<file path="src/rtl/pdn_rail_sequencer.sv">
// pdn_rail_sequencer
//
// Power-rail sequencer for the power distribution network. It enables NUM_RAILS supply rails
// strictly in index order. Each rail gets a programmable ramp delay, then a power-good
// handshake must complete before the next rail is enabled. Rails are disabled in reverse
// order on power-down. The first power-good fault is latched and every rail is dropped
// at once.
//
// Optional feature macro: PDN_SEQ_PG_SYNC_EN
//   defined   - rail_pg passes through a 2-flop synchronizer per bit, so every pg-related
//               latency (handshake, fault detection) is 2 cycles longer.
//   undefined - rail_pg is used directly and must be synchronous to clk.
//
// Ports:
//   clk        in   single clock
//   rst_n      in   asynchronous active-low reset
//   pwr_req    in   level request: 1 = power up, 0 = power down / clear fault
//   rail_dly   in   ramp delay of rail i in bits [i*CNT_W +: CNT_W], in cycles
//   rail_pg    in   power-good per rail
//   rail_en    out  registered rail enables
//   all_good   out  all rails up and good
//   busy       out  sequencing up or down
//   fault      out  latched fault
//   fault_rail out  index of the faulting rail
module pdn_rail_sequencer #(
  parameter int unsigned NUM_RAILS  = 6,
  parameter int unsigned CNT_W      = 8,
  parameter int unsigned PG_TIMEOUT = 200,
  parameter int unsigned DOWN_GAP   = 4,
  localparam int unsigned IdxW      = (NUM_RAILS > 1) ? $clog2(NUM_RAILS) : 1
) (
  input  logic                       clk,
  input  logic                       rst_n,
  input  logic                       pwr_req,
  input  logic [NUM_RAILS*CNT_W-1:0] rail_dly,
  input  logic [NUM_RAILS-1:0]       rail_pg,
  output logic [NUM_RAILS-1:0]       rail_en,
  output logic                       all_good,
  output logic                       busy,
  output logic                       fault,
  output logic [IdxW-1:0]            fault_rail
);

  localparam int unsigned GapW = (DOWN_GAP > 1) ? $clog2(DOWN_GAP) : 1;

  localparam logic [IdxW-1:0]  LastIdx   = IdxW'(NUM_RAILS - 1);
  localparam logic [CNT_W-1:0] PgTimeout = CNT_W'(PG_TIMEOUT);
  localparam logic [GapW-1:0]  GapReload = GapW'(DOWN_GAP - 1);

  typedef enum logic [2:0] {StIdle, StRamp, StWaitPg, StOn, StDown, StFault} state_e;

  state_e           state_q;
  logic [IdxW-1:0]  idx_q;
  logic [CNT_W-1:0] cnt_q;
  logic [GapW-1:0]  gap_q;
  logic             req_q;

  logic [NUM_RAILS-1:0] pg;

`ifdef PDN_SEQ_PG_SYNC_EN
  logic [NUM_RAILS-1:0] pg_meta_q, pg_sync_q;

  always_ff @(posedge clk or negedge rst_n) begin
    if (!rst_n) begin
      pg_meta_q <= '0;
      pg_sync_q <= '0;
    end else begin
      pg_meta_q <= rail_pg;
      pg_sync_q <= pg_meta_q;
    end
  end

  assign pg = pg_sync_q;
`else
  assign pg = rail_pg;
`endif

  // Lowest rail with pg low: over all rails (ON) and over confirmed rails only (bring-up).
  logic            any_low, conf_low;
  logic [IdxW-1:0] low_idx, conf_idx;

  always_comb begin
    any_low  = 1'b0;
    low_idx  = '0;
    conf_low = 1'b0;
    conf_idx = '0;
    // Walk downwards so the last hit is the lowest index.
    for (int i = int'(NUM_RAILS) - 1; i >= 0; i--) begin
      if (!pg[i]) begin
        any_low = 1'b1;
        low_idx = IdxW'(i);
        if (IdxW'(i) < idx_q) begin
          conf_low = 1'b1;
          conf_idx = IdxW'(i);
        end
      end
    end
  end

  // Enable vector with its highest set bit removed.
  logic [NUM_RAILS-1:0] en_drop;

  always_comb begin
    en_drop = rail_en;
    for (int i = 0; i < int'(NUM_RAILS); i++) begin
      if (rail_en[i]) en_drop = rail_en & ~(NUM_RAILS'(1) << i);
    end
  end

  logic [IdxW-1:0]  idx_nxt;
  logic [CNT_W-1:0] dly_nxt;

  assign idx_nxt = idx_q + 1'b1;

  always_comb begin
    dly_nxt = '0;
    for (int i = 0; i < int'(NUM_RAILS); i++) begin
      if (IdxW'(i) == idx_nxt) dly_nxt = rail_dly[i*CNT_W +: CNT_W];
    end
  end

  logic timeout;
  assign timeout = (state_q == StWaitPg) && !pg[idx_q] && (cnt_q == '0);

  // pwr_req is registered once; every request reaction is therefore one cycle after the
  // sampling edge.
  always_ff @(posedge clk or negedge rst_n) begin
    if (!rst_n) begin
      state_q    <= StIdle;
      idx_q      <= '0;
      cnt_q      <= '0;
      gap_q      <= '0;
      req_q      <= 1'b0;
      rail_en    <= '0;
      all_good   <= 1'b0;
      busy       <= 1'b0;
      fault      <= 1'b0;
      fault_rail <= '0;
    end else begin
      req_q <= pwr_req;
      unique case (state_q)
        StIdle: begin
          if (req_q) begin
            state_q <= StRamp;
            idx_q   <= '0;
            cnt_q   <= rail_dly[CNT_W-1:0];
            rail_en <= NUM_RAILS'(1);
            busy    <= 1'b1;
          end
        end
        StRamp, StWaitPg: begin
          // Priority: lost confirmed rail, then timeout, then request drop, then progress.
          if (conf_low || timeout) begin
            state_q    <= StFault;
            rail_en    <= '0;
            busy       <= 1'b0;
            fault      <= 1'b1;
            fault_rail <= conf_low ? conf_idx : idx_q;
          end else if (!req_q) begin
            state_q <= StDown;
            gap_q   <= '0;
          end else if (state_q == StRamp) begin
            if (cnt_q == '0) begin
              state_q <= StWaitPg;
              cnt_q   <= PgTimeout;
            end else begin
              cnt_q <= cnt_q - 1'b1;
            end
          end else if (pg[idx_q]) begin
            if (idx_q == LastIdx) begin
              state_q  <= StOn;
              busy     <= 1'b0;
              all_good <= 1'b1;
            end else begin
              state_q          <= StRamp;
              idx_q            <= idx_nxt;
              cnt_q            <= dly_nxt;
              rail_en[idx_nxt] <= 1'b1;
            end
          end else begin
            cnt_q <= cnt_q - 1'b1;
          end
        end
        StOn: begin
          if (any_low) begin
            state_q    <= StFault;
            rail_en    <= '0;
            all_good   <= 1'b0;
            fault      <= 1'b1;
            fault_rail <= low_idx;
          end else if (!req_q) begin
            state_q  <= StDown;
            gap_q    <= '0;
            all_good <= 1'b0;
            busy     <= 1'b1;
          end
        end
        StDown: begin
          // One step every DOWN_GAP cycles: drop the highest rail, or finish once none is left.
          if (gap_q == '0) begin
            if (rail_en == '0) begin
              state_q <= StIdle;
              busy    <= 1'b0;
            end else begin
              rail_en <= en_drop;
              gap_q   <= GapReload;
            end
          end else begin
            gap_q <= gap_q - 1'b1;
          end
        end
        StFault: begin
          if (!req_q) begin
            state_q <= StIdle;
            fault   <= 1'b0;
          end
        end
        default: state_q <= StIdle;
      endcase
    end
  end

endmodule

</file>
<file path="config.mk">
export PLATFORM = sky130hd
export DESIGN_NAME = pdn_rail_sequencer
export DESIGN_NICKNAME = d
export VERILOG_FILES = /design/src/rtl/pdn_rail_sequencer.sv
export SDC_FILE = /design/constraint.sdc
export NUM_CORES = 1
export LEC_CHECK = 0
export BUFFER_PORTS_ARGS = -buffer_cell sky130_fd_sc_hd__buf_2
export CAP_MARGIN = 20
export CORE_MARGIN = 10
export CORE_UTILIZATION = 40
export CTS_CLUSTER_SIZE = 20
export DETAILED_ROUTE_END_ITERATION = 10
export PLACE_DENSITY = 0.67
export SYNTH_ARGS = -nofsm -noshare
export SYNTH_HDL_FRONTEND = slang
export SYNTH_SLANG_ARGS = --single-unit
</file>
<file path="constraint.sdc">
create_clock -name clk -period 7.18 [get_ports clk]
set_input_delay 0.359 -clock clk [delete_from_list [all_inputs] [get_ports clk]]
set_output_delay 0.359 -clock clk [all_outputs]
set_load 0.01 [all_outputs]
</file>
After elaboration in Yosys (flattened, before gate mapping)
Index checks and enable logic that the tools add are counted.
{"block": "totals", "reg_bits": 29, "wordCells": 220}
{"block": "op_classes", "addsub": 3, "order_cmp": 9, "n_eq_ne": 41, "n_mux": 121, "bitwise_logic": 1, "n_reduce_logical": 30}
{"cell": "$mux W3", "count": 38}
{"cell": "$mux W8", "count": 13}
{"cell": "$mux W6", "count": 13}
{"cell": "$mux W1", "count": 40}
{"cell": "$ne A2 B2 Y1 const B", "count": 20}
{"cell": "$pmux W6 S4", "count": 1}
{"cell": "$ne A3 B3 Y1 const B", "count": 7}
{"cell": "$reduce_and A7 Y1", "count": 3}
{"cell": "$reduce_and A10 Y1", "count": 2}
{"cell": "$pmux W8 S2", "count": 1}
{"cell": "$pmux W3 S5", "count": 1}
{"cell": "$reduce_and A14 Y1", "count": 1}
{"cell": "$reduce_and A13 Y1", "count": 1}
{"cell": "$mux W2", "count": 6}
{"cell": "$pmux W3 S2", "count": 2}
{"cell": "$reduce_and A12 Y1", "count": 1}
{"cell": "$reduce_and A11 Y1", "count": 1}
{"cell": "$ne A5 B5 Y1 const B", "count": 2}
{"cell": "$eq A3 B3 Y1 const B", "count": 3}
{"cell": "$reduce_and A9 Y1", "count": 1}
{"cell": "$logic_not A8 Y1", "count": 1}
{"cell": "$lt A3 B4 Y1 const B", "count": 2}
{"cell": "$reduce_and A4 Y1", "count": 2}
{"cell": "$sub A8 B1 Y8 const B", "count": 1}
{"cell": "31 further kinds", "count": 42}

Logic depth before layout (Yosys ltp)
{"block": "depth", "word_depth": 16, "mapped_depth": 11, "mapped_depth_nobuf": 8}

Worst setup path before layout
OpenSTA, ideal clock, no wires.
{"block": "synth_path", "path_type": "register -> register", "from": "register idx_q[1]", "to": "register cnt_q[1]", "setup_ps": 128, "t_arrival_ps": 2155, "t_required_ps": 7052, "slack_ps": 4897, "path_stages_with_launch": 11, "period_less_slack_ps": 2283, "path_cell_list": "dfrtp_1 -> clkbuf_1 -> inv_1 -> ha_1 -> clkbuf_1 -> clkbuf_1 -> a221o_1 -> a221oi_1 -> nor3_1 -> o22ai_1 -> mux2i_1"}
{"block": "synth_via", "elab_chain_len": 16, "word_cells_on_any_way": 47, "cone_classes": "add/sub (1); order compare (6); eq/ne (8); mux (26); reduce/logical (6)"}
{"element": "start: declaration", "line_no": "53", "rtl": "logic [IdxW-1:0] idx_q;"}
{"element": "start signal: assignment", "line_no": "176", "rtl": "idx_q <= idx_nxt;"}
{"element": "$lt A3 B3 Y1", "line_no": "92", "rtl": "if (IdxW'(i) < idx_q) begin"}
{"element": "$mux W1", "line_no": "92"}
{"element": "$mux W1", "line_no": "89", "rtl": "if (!pg[i]) begin"}
{"element": "$mux W1", "line_no": "92"}
{"element": "$mux W1", "line_no": "89"}
{"element": "$mux W1", "line_no": "92"}
{"element": "$mux W1", "line_no": "89"}
{"element": "$mux W1", "line_no": "92"}
{"element": "$mux W1", "line_no": "89"}
{"element": "$mux W1", "line_no": "92"}
{"element": "$mux W1", "line_no": "89"}
{"element": "$mux W1", "line_no": "92"}
{"element": "$mux W1", "line_no": "89"}
{"element": "$logic_or A1 B1 Y1", "line_no": "153", "rtl": "if (conf_low || timeout) begin"}
{"element": "$ne A2 B2 Y1 (no line)"}
{"element": "$reduce_and A5 Y1 (no line)"}
{"element": "end signal: assignment", "line_no": "146", "rtl": "cnt_q <= rail_dly[CNT_W-1:0];"}
{"element": "end signal: assignment", "line_no": "165", "rtl": "cnt_q <= PgTimeout;"}
{"element": "end signal: assignment", "line_no": "167", "rtl": "cnt_q <= cnt_q - 1'b1;"}
{"element": "end: declaration", "line_no": "54", "rtl": "logic [CNT_W-1:0] cnt_q;"}
Parallel ways exist; a longest one is shown, timed or not. The select of a mux whose other input is x is not followed.
A chain may end at the register's enable or synchronous reset.

Worst setup path after layout
{"block": "layout_path", "from": "register idx_q[0]", "to": "register cnt_q[0]"}
The elaborated chain is that of the path after synthesis.

==> flow_summary.yaml <==
placed_design:
  hpwl_um: 6324
  placedCellCount: 451
  io_buffers: 68
  gp_congestion: 0.8519
cts:
  cts_buffers: 5
  clkTransAtPathRegs_ns: 0.08
  cts_tree: "done"
  postCtsHoldBufs: 0
  htreeDepth: 2
  cts_buffer_depth: 2
  worstSkewPairLatency_ns: 0.30
  cts_setup_buffers: 0
  root_buffer: "clkbuf_8"
  post_cts_resized: 0
  clock-sinks: 29
sta:
  rsz0062_at_grt: "false"
  max_slew.worst_pin.slew_ns: 0.8955
  fin_tns_setup_ns: 0
  holdWs_ns: 0.07625
  setup_violations: 0
  clock.fmax_mhz: 318.3
  slew_viol_final: 0
  hold_violations: 0
  timing.final.crit_share_pct: 43.76
  slew_headroom_pct: 39.87
  fin_crit_ns: 3.142
  fin_worst_skew_ns: 0.01424
power_and_ir_drop:
  leakage_nw: 1.367
  clkPwrFrac_pct: 11.6
  p_comb_share_pct: 62.5
  ir_drop_mv: 0.2077
  power.density_nw_per_um2: 374.4
  internal-power_w: 0.0005938
  finalPower_w: 0.001166
  sw_frac_of_total_pct: 49.07
  switchingPower_w: 0.0005721
  seqPwrFrac_pct: 25.9
drt:
  num_vias: 2852
  drt-initial-drc-count: 254
  routed_via_density: 6.200
  drt-pass1-iter-count: 5
  avgRoutedWirePerCell_um: 18.09
  ant_nets: 0
  routed_wl_um: 8320
  drcViolationCount: 0
global_routing:
  overflow: 0
  antenna_found_initial: 0
  grt_pass1_wl_um: 13710
  grt_start_max_net_pins: 30
  grt_usage_pct: 15.81
  grt_pass1_vias: 2714
floorplan:
  dieArea_um2: 10320
  start_util_pct: 41.46
  rows: 29
  pin_count: 69
  dieHeight_um: 101.6
  die_w_um: 101.6
  core_area_um2: 6422
synthesis:
  yosysTopAreaCell: "dfrtp_1"
  yosysSeqAreaShare_pct: 27.26
  avgSynthCellArea_um2: 8.192
  synth_nets: 389
  async_flop_share_pct: 100.0
  synthFlopType: "dfrtp_1"
  synth_edf_count: 0
  synthCells: 325
  ys.warnings.count: 0
  yosys.cell_types.count: 65
  synth.area.top_cells: "dfrtp_1 27%, a221oi_1 4.9%, a21oi_1 4.7%"
  synth_area_um2: 2663
  synth_top_area_share_pct: 27.26
  ys_ff_latch: 29
layout:
  seqCellArea_um2: 725.7
  num_antenna_cells: 0
  multiInputGateArea_um2: 1783
  instances_no_fill: 460
  drive_gt1_share_pct: 26.11
  fillers: 642
  final_nets: 446
  area_delta_synth_final_pct: 16.96
worst_setup_path:
  cpMaxStageDelayCell: "nor2b_1"
  worstSetupEndpointType: "flip-flop"
  required_ns: 7.42
  cpLargestDelayFamily: "simple AND/OR/NAND/NOR gates"
  cp_max_fo: 20
  critical-path-max-stage-delay_ns: 0.74
  crit_path_start_kind: "flip-flop"
  crit_chain: "inv_1 > ha_1 > nor2b_1 > a221oi_1 > o31ai_1 > nor4b_1 > a221o_1 > mux2_2"
  criticalPathCategory: "reg2reg"
  worst_ep_arrival_time_ns: 3.39
  path_buf_inv: 1
run_status:
  status: "finished clean"
worst_hold_path:
  min_path_type: "in2async"
run:
  drv_cap: 0
==> final cells by class <==
class                           count  share of cell area (%)
Clock buffer                        5                   2.210
Clock inverter                      3                  0.5625
Inverter                           18                   2.170
Multi-Input combinational cell    258                   57.25
Sequential cell                    29                   23.30
Tap cell                           77                   3.094
Timing Repair Buffer               70                   11.41
==> synthesized netlist by cell type, types with 4 or more instances <==
library cell,number
a221oi_1,15
o2bb2ai_1,4
nor3_1,11
clkbuf_1,15
nor4_1,4
nand2_1,22
nand3_1,8
nor2b_1,10
ha_1,7
inv_1,18
o21ai_0,11
dfrtp_1,29
mux2_2,8
a221o_1,7
nand2b_1,5
o31ai_1,6
nor2_1,21
mux2i_1,6
or3_1,5
a31oi_1,13
a21oi_1,25
==> logic make-up after synthesis <==
family	Yosys count	synth area share, %
buffers and inverters	38	5.779
adders and majority gates	7	3.289
DFF	29	27.26
AOI/OAI and AO/OA	120	33.51
muxes	15	6.203
and+or+nand+nor	112	22.65
xor gates and xnor gates	4	1.316
==> power by group through the flow <==
stage	clock network [W]	registers [W]	logic, W
floorplan	0	0.000270	0.000578
global placement	0	0.000299	0.000714
detailed placement	0	0.000303	0.000717
CTS	0.000137	0.000300	0.000723
global route	0.000147	0.000313	0.000818
finish	0.000135	0.000302	0.000729
==> layer usage <==
| metal | GRT usage, % | part of all wire (%) |
|---|---|---|
| met1 | 20.73 | 47 |
| met2 | 24.55 | 43 |
| met3 | 4.357 | 8.6 |
| met4 | 4.950 | 1.8 |
| met5 | 0 | 0 |
==> worst reg2reg max path, delay by kind of cell (launching register included) <==
family                     cells  cell delay, ns
AOI/OAI and AO/OA              3            0.61
adders and majority gates      1            0.48
buffers and inverters          1            0.23
DFF                            1            0.64
muxes                          1            0.14
and+or+nand+nor                2            1.00
==> cells in the final DEF (no fill, tap or decap), drive strengths merged, types with 10 or more instances in the layout <==
cell type	Yosys	final
a21oi	27	27
a221oi	15	15
a31oi	13	13
buf	5	70
dfrtp	29	29
inv	18	18
nand2	22	22
nor2	21	21
nor2b	10	10
nor3	12	12
o21ai	12	12
==> flip-flops by register name, indices dropped and copies added, names as in the netlist <==
signal      cells
state_q         3
all_good        1
fault           1
idx_q           3
req_q           1
gap_q           2
cnt_q           8
busy            1
fault_rail      3
rail_en         6
==> through the flow <==
| stage | utilization [%] | setup slack [ns] | cell area [um2] |
|---|---|---|---|
| detailed placement | 47.03 | 4.122 | 3020 |
| finish | 48.49 | 4.038 | 3114 |
| floorplan | - | 4.897 | 2663 |
| global route | 48.49 | 3.616 | 3114 |
| global placement | 47.03 | 4.201 | 3020 |
| CTS | 48.37 | 4.081 | 3107 |
==> path summary, 6_finish.rpt <==
kind	startpoint	endpoint	slack (ns)	cells after the start
worst max-delay path	idx_q[0]	cnt_q[0]	4.04	8
worst min-delay path	rst_n	rail_en[1]	0.08	1
worst max register to register	idx_q[0]	cnt_q[0]	4.04	8
worst min register to register	fault_rail[0]	fault_rail[0]	0.51	1
max in group asynchronous	rst_n	cnt_q[7]	6.68	1
min in group clk	pwr_req	req_q	0.17	1
Power figures use the tool's default switching activity.
